<file path="config.mk">
export PLATFORM = sky130hd
export DESIGN_NAME = vga_sprite_renderer
export DESIGN_NICKNAME = d
export VERILOG_FILES = /design/src/rtl/vga_sprite_renderer.sv
export SDC_FILE = /design/constraint.sdc
export NUM_CORES = 1
export LEC_CHECK = 0
export ABC_AREA = 1
export BUFFER_PORTS_ARGS = -buffer_cell sky130_fd_sc_hd__buf_2
export CAP_MARGIN = 40
export CORE_ASPECT_RATIO = 1.75
export CORE_MARGIN = 2
export CORE_UTILIZATION = 30
export CTS_BUF_LIST = sky130_fd_sc_hd__clkbuf_16
export DETAILED_ROUTE_END_ITERATION = 6
export PLACE_DENSITY_LB_ADDON = 0.12
export SYNTH_ARGS = -nofsm -noshare
export SYNTH_HDL_FRONTEND = slang
export SYNTH_SLANG_ARGS = --single-unit
</file>
<file path="constraint.sdc">
create_clock -name CLK -period 1.6 [get_ports CLK]
set_clock_uncertainty 0.05 [all_clocks]
set_input_delay 0.32 -clock CLK [delete_from_list [all_inputs] [get_ports CLK]]
set_output_delay 0.32 -clock CLK [all_outputs]
set_load 0.05 [all_outputs]
</file>
<file path="src/rtl/vga_sprite_renderer.sv">
// Sprite-over-background pixel stage: button-driven sprite position and a 2-cycle RGB/sync pipeline.
// Optional 1-pixel screen border is enabled by defining VGA_BORDER_EN.
module vga_sprite_renderer #(
    parameter int          H_VISIBLE  = 640,
    parameter int          V_VISIBLE  = 480,
    parameter int          SPRITE_W   = 32,
    parameter int          SPRITE_H   = 32,
    parameter int          STEP       = 4,
    parameter logic [11:0] SPRITE_RGB = 12'hF80,
    parameter logic [11:0] BG_RGB     = 12'h008,
    parameter logic [11:0] BORDER_RGB = 12'hFFF
) (
    input  logic       CLK,
    input  logic       RST,
    input  logic [9:0] hc,
    input  logic [9:0] vc,
    input  logic       is_blanking,
    input  logic       hsync_in,
    input  logic       vsync_in,
    input  logic       btn_up,
    input  logic       btn_down,
    input  logic       btn_left,
    input  logic       btn_right,
    output logic [3:0] red,
    output logic [3:0] green,
    output logic [3:0] blue,
    output logic       hsync,
    output logic       vsync,
    output logic       frame_tick
);

    localparam logic [10:0] X_MAX  = 11'(H_VISIBLE - SPRITE_W);
    localparam logic [10:0] Y_MAX  = 11'(V_VISIBLE - SPRITE_H);
    localparam logic [10:0] X_RST  = 11'((H_VISIBLE - SPRITE_W) / 2);
    localparam logic [10:0] Y_RST  = 11'((V_VISIBLE - SPRITE_H) / 2);
    localparam logic [10:0] STEP_W = 11'(STEP);
    localparam logic [10:0] SW_W   = 11'(SPRITE_W);
    localparam logic [10:0] SH_W   = 11'(SPRITE_H);

    // Button bit order: {up, down, left, right}
    logic [3:0]  btn_raw;
    logic [3:0]  btn_meta_q, btn_s_q;
    logic [3:0]  latch_q, latch_d;
    logic [3:0]  req;
    logic [10:0] x_q, x_d, y_q, y_d;
    logic        upd;
    logic        tick_q;

    logic        inside1_q, blank1_q, hs1_q, vs1_q;
    logic        inside_d;
    logic [11:0] rgb_q, rgb_d;
    logic        hs2_q, vs2_q;
    logic [10:0] hc_w, vc_w;

    assign btn_raw = {btn_up, btn_down, btn_left, btn_right};
    assign upd     = (hc == 10'd0) && (vc == 10'(V_VISIBLE));
    assign req     = latch_q | btn_s_q;
    assign hc_w    = {1'b0, hc};
    assign vc_w    = {1'b0, vc};

    always_comb begin
        x_d     = x_q;
        y_d     = y_q;
        latch_d = upd ? 4'b0000 : (latch_q | btn_s_q);
        if (upd) begin
            if (req[1] && !req[0])
                x_d = (x_q < STEP_W) ? 11'd0 : (x_q - STEP_W);
            else if (req[0] && !req[1])
                x_d = ((x_q + STEP_W) > X_MAX) ? X_MAX : (x_q + STEP_W);
            if (req[3] && !req[2])
                y_d = (y_q < STEP_W) ? 11'd0 : (y_q - STEP_W);
            else if (req[2] && !req[3])
                y_d = ((y_q + STEP_W) > Y_MAX) ? Y_MAX : (y_q + STEP_W);
        end
    end

    always_ff @(posedge CLK) begin
        if (RST) begin
            btn_meta_q <= '0;
            btn_s_q    <= '0;
            latch_q    <= '0;
            x_q        <= X_RST;
            y_q        <= Y_RST;
            tick_q     <= 1'b0;
        end else begin
            btn_meta_q <= btn_raw;
            btn_s_q    <= btn_meta_q;
            latch_q    <= latch_d;
            x_q        <= x_d;
            y_q        <= y_d;
            tick_q     <= upd;
        end
    end

    assign inside_d = (hc_w >= x_q) && (hc_w < x_q + SW_W) &&
                      (vc_w >= y_q) && (vc_w < y_q + SH_W);

`ifdef VGA_BORDER_EN
    logic border1_q;
    logic border_d;
    assign border_d = (hc == 10'd0) || (hc == 10'(H_VISIBLE - 1)) ||
                      (vc == 10'd0) || (vc == 10'(V_VISIBLE - 1));
    always_ff @(posedge CLK) begin
        if (RST) border1_q <= 1'b0;
        else     border1_q <= border_d;
    end
`endif

    // Stage-1 blank and syncs come out of reset inactive so the refill shows black, not background
    always_ff @(posedge CLK) begin
        if (RST) begin
            inside1_q <= 1'b0;
            blank1_q  <= 1'b1;
            hs1_q     <= 1'b1;
            vs1_q     <= 1'b1;
            rgb_q     <= 12'h000;
            hs2_q     <= 1'b1;
            vs2_q     <= 1'b1;
        end else begin
            inside1_q <= inside_d;
            blank1_q  <= is_blanking;
            hs1_q     <= hsync_in;
            vs1_q     <= vsync_in;
            rgb_q     <= rgb_d;
            hs2_q     <= hs1_q;
            vs2_q     <= vs1_q;
        end
    end

    always_comb begin
        rgb_d = BG_RGB;
        if (blank1_q)
            rgb_d = 12'h000;
        else if (inside1_q)
            rgb_d = SPRITE_RGB;
`ifdef VGA_BORDER_EN
        else if (border1_q)
            rgb_d = BORDER_RGB;
`endif
    end

    assign red        = rgb_q[11:8];
    assign green      = rgb_q[7:4];
    assign blue       = rgb_q[3:0];
    assign hsync      = hs2_q;
    assign vsync      = vs2_q;
    assign frame_tick = tick_q;

endmodule
</file>
**After elaboration in Yosys (flattened, before gate mapping)**

Index checks and enable logic that the tools add are counted.

- Bitwise operators: 1
- Muxes and demuxes: 9
- Eq/ne operators: 1
- Reduce and logical (&&, ||, !) cells: 19
- $add $sub $neg: 6
- $lt $le $gt $ge: 8

Operator list:

| kind | number |
|---|---|
| two-way mux 11 bit | 8 |
| adder 11 x 3 -> 11 bit (second input constant) | 2 |
| adder 11 x 6 -> 11 bit (second input constant) | 2 |
| >= comparator 10 x 11 -> 1 bit | 2 |
| < comparator 10 x 11 -> 1 bit | 2 |
| < comparator 11 x 3 -> 1 bit (second input constant) | 2 |
| subtractor 11 x 3 -> 11 bit (second input constant) | 2 |
| two-way mux 12 bit | 1 |
| greater-than comparator 11 x 10 -> 1 bit (second input constant) | 1 |
| greater-than comparator 11 x 9 -> 1 bit (second input constant) | 1 |
| equality test 10 x 9 -> 1 bit (second input constant) | 1 |
| logical NOT 10 bit | 1 |
| logical AND 1 bit | 8 |
| logical NOT 1 bit | 4 |
| OR 4 bit | 1 |
| AND reduction 2 bit | 2 |
| nonzero test 2 bit | 2 |
| OR reduction 2 bit | 2 |

- Input port bits: 29
- Register bits: 53

**Longest topological paths before layout**

Gate-level depths: netlist (run 1).

- Depth after elaboration: 5
- Mapped depth: 13

**Least setup slack after synthesis (run 1)**

Ideal clock, no wire load.

- Kind: register to register
- Start point: register x_q[6]
- End point: register inside1_q
- Required time: 1472 ps
- Setup time: 78 ps
- Slack: -182 ps
- Data arrival time: 1655 ps
- Cell stages (with the launch flop): 12
- Clock period less this slack: 1782 ps
- Cells stage by stage: dfxtp_1 -> clkbuf_2 -> inv_1 -> ha_1 -> inv_1 -> ha_1 -> a21o_1 -> nor2_1 -> nor2_1 -> nor2_1 -> nand4_1 -> nor3_1

- Cells in the longest elaborated chain, start to end: 5
- Elaborated cells on any way between the ends: 6

RTL lines:

| element | RTL line | text |
|---|---|---|
| start: declaration | 45 | `logic [10:0] x_q, x_d, y_q, y_d;` |
| start signal: assignment | 82 | `x_q <= X_RST;` |
| start signal: assignment | 89 | `x_q <= x_d;` |
| adder 11 x 6 -> 11 bit | 95 | `assign inside_d = (hc_w >= x_q) && (hc_w < x_q + SW_W) &&` |
| < comparator 10 x 11 -> 1 bit | 95 |  |
| logical AND 1 bit * (2 in series) | 95 |  |
| logical AND 1 bit * | 96 | `(vc_w >= y_q) && (vc_w < y_q + SH_W);` |
| end signal: assignment | 120 | `inside1_q <= inside_d;` |
| end: declaration | 49 | `logic inside1_q, blank1_q, hs1_q, vs1_q;` |

Mark *: on every way between the ends. The rest lies on a longest branch, timed or not.
A chain may end at the register's enable or synchronous reset.

**Worst setup path in the final report (run 1)**

- Start point: register x_q[5]
- End point: register inside1_q

Same word-level chain as after synthesis.

==> flow_summary.ini, run 1 <==
[cells_and_area]
nets = 659
design_area_um2 = 4796
antenna_cells = 0
syn_to_final_growth_pct = 53.08
utilization = 0.4684
drive_gt1_frac = 0.4303

[clock_network]
clkTransAtPathRegs_ns = 0.06
cts_tree = yes
cts_sinks = 39
clk_latency_ns = 0.28
htree_num_levels = 2
cts-buffers-inserted = 5
ctsLongestPathBuffers = 2
clock-root-buffer = clkbuf_16

[global_routing]
grt_pass1_wl_um = 15890
grt_pass1_vias = 3553
grt_overflow = 0
grt_max_degree = 24
grt_antenna_before_repair = 0
grt_util_all_layers = 0.1812

[worst_setup_path]
crit_start = x_q[5]$_SDFFE_PP1P_
crit_path_end = inside1_q$_SDFF_PP0_
cp_cell_sequence = nand3_4 -> xor2_2 -> ha_1 -> a21o_1 -> nand3_1 -> nand2_1 -> nor2_1 -> nand4_1 -> nor3_2
r2r_end = inside1_q$_SDFF_PP0_
rrSetupSlack_ns = -0.19
cp-end-kind = flop
path_buf_inv = 0
crit_required_ns = 1.75
arrival_ns = 1.94
cp_max_fo = 5
crit_type = reg -> reg
cp-start-kind = flop
critPathSlowestCell = dfxtp_4
r2r-start = x_q[5]$_SDFFE_PP1P_
path_delay_family = simple AND/OR/NAND/NOR gates
slowest_delay_ns = 0.41
cp.depth = 9
rr_worst_depth = 9

[synth]
async_reset_ff_frac = 0
yosysWarnings = 0
yosysTopAreaCellShare = 0.2492
ys_types = 34
synth.most_common_cell = nand2_1
synth_area_leaders = dfxtp_1 (25%), ha_1 (14%), nand2_1 (10%)
synth-edff-count = 0
yosysTopAreaCell = dfxtp_1
ys_seq_area_frac = 0.2492
synth_area_um2 = 3133
synthTopCellsByCount = nand2_1 (84), nor2_1 (64), inv_1 (54), dfxtp_1 (39), ha_1 (36)
synthCells = 461
synth-main-ff-cell = dfxtp_1
yosys_register_bits = 39
avgSynthCellArea_um2 = 6.796

[power_and_ir_drop]
ir_drop_mv = 0.4082
p_total_uw = 2526
p_int_uw = 1894
clkPwrFrac = 0.449
comb_power_share = 0.160
p_leak_uw = 0.002287
power_density_nw_per_um2 = 526.8
netSwitchingPower_uw = 632.3
sequentialPowerShare = 0.392
p_sw_frac = 0.2503

[run_status]
violations = negative setup slack
outcome = complete, but fails checks

[die]
die_w_um = 81.25
ios = 44
die_h_um = 139.2
dieArea_um2 = 11310
start_util = 0.3060
core-area_um2 = 10240
core.rowCount = 49

[route]
drt_pre_antenna_iters = 5
routed_wirelength_um = 9941
avgRoutedWirePerCell_um = 13.77
vias = 3398
drc = 0
vias_per_cell = 4.706
drt_iter0_markers = 62
ant_nets = 0

[timing]
fin_crit_sh = 1.120
max_freq_mhz = 558.2
fin_crit_ns = 1.791
finalHoldViolations = 0
setup_slack_ns = -0.1914
maxSlewViolCount = 0
whs_ns = 0.1706
setup_viol = 10
rsz0062_at_grt = true

[place]
place_hpwl_um = 8072
globalplace.congestion = 0.8703
placed_area_um2 = 4116
io_buffers = 37
place_ws_ns = -0.3677

[min_path]
hold_class = in -> reg

[job]
drv_cap = 0
placed cells by master (no fill, tap or decap), types with 7 or more instances in the layout:
cell type,Yosys,routed
inv_2,2,8
nand3_1,34,23
ha_4,0,11
buf_2,2,37
nand2_2,6,8
nor2_4,3,7
a21oi_1,29,23
ha_1,36,25
nand4_1,7,7
nand2_1,84,76
dfxtp_2,0,7
dfxtp_4,0,7
nand3_2,3,10
nor2_1,64,56
inv_1,54,43
or2_2,8,8
nor2_2,3,7
dfxtp_1,39,25
o21ai_0,14,11
buf_4,13,98
xor2_1,25,22
repair_timing:
action,CTS,global route
pin swaps,28,24
hold buffers,0,0
setup buffers,6,3
gates resized for setup,70,46
hold endpoints to repair,0,0
endpoints found under the setup margin,19,19
how the worst min path moves through the flow:
stage	startpoint	endpoint	slack (ns)	depth (start not counted)
3_5_place_dp	hs1_q$_SDFF_PP1_	hsync$_SDFF_PP1_	0.35	1
4_1_cts	hsync_in	hs1_q$_SDFF_PP1_	0.17	2
2_1_floorplan	btn_meta_q[0]$_SDFF_PP0_	btn_s_q[0]$_SDFF_PP0_	0.34	2
6_report	hsync_in	hs1_q$_SDFF_PP1_	0.17	2
5_1_grt	vsync_in	vs1_q$_SDFF_PP1_	0.17	2
3_3_place_gp	vs1_q$_SDFF_PP1_	vsync$_SDFF_PP1_	0.34	1
flip-flops by register name, summed over array words and instances (netlist names):
signal      flops
x_q             9
y_q             9
btn_meta_q      4
btn_s_q         4
latch_q         4
rgb_q           2
blank1_q        1
frame_tick      1
hs1_q           1
hsync           1
inside1_q       1
vs1_q           1
vsync           1
per-layer routing:
layer / vias to the layer above / wire [um] / global-route usage
met4: 0 / 572 / 0.1035
met5: - / 0 / 0
met3: 32 / 195 / 0.02148
met1: 1573 / 3306 / 0.1552
met2: 61 / 5866 / 0.3706
li1: 1732 / - / -
metrics by stage:
stage / setup TNS, ns / cells
floorplan: -0.09692 / 466
global placement: -2.439 / 706
detailed placement: -2.642 / 706
CTS: -1.183 / 720
global route: -2.128 / 722
finish: -0.5006 / 722
logic make-up (layout without fill, tap and decap cells):
logic type      count (synthesis)  count (layout)  share of synthesized area
other cells                     1               6                   0.001197
simple gates                  230             230                     0.3359
compound gates                 53              53                    0.09105
flops                          39              39                     0.2492
fa+ha+maj                      36              36                     0.1438
buf+inv                        77             206                     0.1090
xor+xnor                       25              25                    0.06989
area by class of cell:
type | count | area [um^2]
Fill cell | 1051 | 5443
Multi-Input combinational cell | 350 | 2429
Timing Repair Buffer | 140 | 985.9
Sequential cell | 39 | 815.8
Inverter | 58 | 237.7
Tap cell | 127 | 158.9
Clock buffer | 5 | 125.1
Clock inverter | 3 | 43.79
power groups by stage:
| stage | registers, uW | clock network [uW] | logic (uW) |
|---|---|---|---|
| floorplan | 1030 | 0 | 204 |
| CTS | 989 | 1160 | 385 |
| finish | 990 | 1130 | 403 |
| global route | 991 | 1200 | 452 |
| detailed placement | 1020 | 0 | 373 |
| global placement | 1020 | 0 | 367 |
No activity file was read; power rests on OpenSTA's default activity.
==> inputs of run 2 (changes only) <==
SETUP_SLACK_MARGIN = 0.05   (was default)
==> flow_summary.ini, run 2 (same netlist as run 1, synthesis figures left out) <==
[place]
io_buffers = 37
place_ws_ns = -0.3677
placed_area_um2 = 4116
globalplace.congestion = 0.8703
place_inst = 706
place_hpwl_um = 8072

[power_and_ir_drop]
p_sw_frac = 0.2525
ir_drop_mv = 0.3914
clkPwrFrac = 0.449
comb_power_share = 0.161
netSwitchingPower_uw = 640.8
sequentialPowerShare = 0.390
power_density_nw_per_um2 = 522.1
p_leak_uw = 0.002309
p_int_uw = 1897

[timing]
setup_slack_ns = -0.2439
maxSlewViolCount = 0
fin_crit_sh = 1.152
rsz0062_at_grt = true
max_freq_mhz = 542.3
fin_crit_ns = 1.844
finalHoldViolations = 0
setup_viol = 12

[clock_network]
htree_num_levels = 2
ctsLongestPathBuffers = 2
cts_tree = yes
clock-root-buffer = clkbuf_16
cts_sinks = 39
cts-buffers-inserted = 5
clkTransAtPathRegs_ns = 0.06
hold_buffers = 0
clk_latency_ns = 0.28

[worst_setup_path]
crit_type = reg -> reg
cp-end-kind = flop
crit_required_ns = 1.74
cp-start-kind = flop
cp_max_fo = 5
arrival_ns = 1.98

[cells_and_area]
antenna_cells = 0
reg_top3 = x_q: 9 flops, y_q: 9 flops
drive_gt1_frac = 0.4398
nets = 662
final_common_cell = buf_4
design_area_um2 = 4861
syn_to_final_growth_pct = 55.15
n_fill_cell = 1044
layout_common_cells = buf_4 (99), nand2_1 (75), nor2_1 (57), inv_1 (41), buf_2 (37)
stdcell_count = 725

[route]
avgRoutedWirePerCell_um = 13.75
vias = 3395
ant_nets = 0
drc = 0
vias_per_cell = 4.683
drt_iter0_markers = 82
routed_wirelength_um = 9972
drt_pre_antenna_iters = 6

[global_routing]
grt_pass1_wl_um = 15900
grt_antenna_before_repair = 0
grt_max_degree = 24
grt_pass1_vias = 3523
grt_util_all_layers = 0.1813
grt_overflow = 0

[die]
core-area_um2 = 10240
start_util = 0.3060
dieArea_um2 = 11310
die_h_um = 139.2
die_w_um = 81.25
ios = 44
core.rowCount = 49

[min_path]
hold_class = in -> reg

[job]
drv_cap = 0

[run_status]
violations = negative setup slack
outcome = complete, but fails checks
[run 2: worst paths after layout]
| path | startpoint | end | slack (ns) | cells past startpoint |
|---|---|---|---|---|
| setup / recovery | x_q[5]$_SDFFE_PP1P_ | inside1_q$_SDFF_PP0_ | -0.24 | 9 |
| hold / removal | hsync_in | hs1_q$_SDFF_PP1_ | 0.17 | 2 |
| setup reg to reg | x_q[5]$_SDFFE_PP1P_ | inside1_q$_SDFF_PP0_ | -0.24 | 9 |
| hold reg to reg | btn_meta_q[2]$_SDFF_PP0_ | btn_s_q[2]$_SDFF_PP0_ | 0.35 | 2 |
[run 2: per-stage QoR]
| stage | hold WS [ns] | utilization | TNS [ns] | power (uW) |
|---|---|---|---|---|
| floorplan | 0.3383 | - | -0.09692 | 1235 |
| global route | 0.1691 | 0.4748 | -2.296 | 2648 |
| detailed placement | 0.3454 | 0.4021 | -2.642 | 1394 |
| global placement | 0.3416 | 0.4021 | -2.439 | 1387 |
| CTS | 0.1670 | 0.4530 | -1.179 | 2536 |
| finish | 0.1699 | 0.4748 | -0.6139 | 2538 |
[run 2: layer usage]
metal | GRT usage | routed length (um) | part of all wire
met1 | 0.1577 | 3380 | 0.34
met3 | 0.02018 | 178 | 0.018
met4 | 0.09099 | 516 | 0.052
met5 | 0 | 0 | 0
met2 | 0.3749 | 5896 | 0.59
[run 2: final cells by class]
cell class | count | area (um^2) | area share
clock buffer | 5 | 125.1 | 0.02574
clock inverter | 3 | 43.79 | 0.009009
sequential | 39 | 815.8 | 0.1678
inverter | 58 | 247.7 | 0.05097
tap | 127 | 158.9 | 0.03269
timing repair buffer | 143 | 1016 | 0.2090
multi-input combinational | 350 | 2454 | 0.5048
[run 2: timing repair]
item	in CTS	in global routing
endpoints found under the setup margin	19	19
setup buffers	7	5
pin swaps	29	30
gates resized for setup	81	46
cloned	0	0
[run 2: power by group through the flow]
stage | clock network (uW) | logic, uW | registers [uW]
6_report | 1140 | 408 | 990
5_1_grt | 1200 | 457 | 991
4_1_cts | 1160 | 389 | 990
3_3_place_gp | 0 | 367 | 1020
3_5_place_dp | 0 | 373 | 1020
2_1_floorplan | 0 | 204 | 1030
[run 2: critical path, cell delays in order (launching register included)]
cell     delay, ns
dfxtp_4       0.41
nand3_4       0.10
xor2_2        0.16
ha_1          0.32
a21o_1        0.16
nand3_1       0.07
nand2_1       0.05
nor2_1        0.10
nand4_1       0.14
nor3_2        0.20
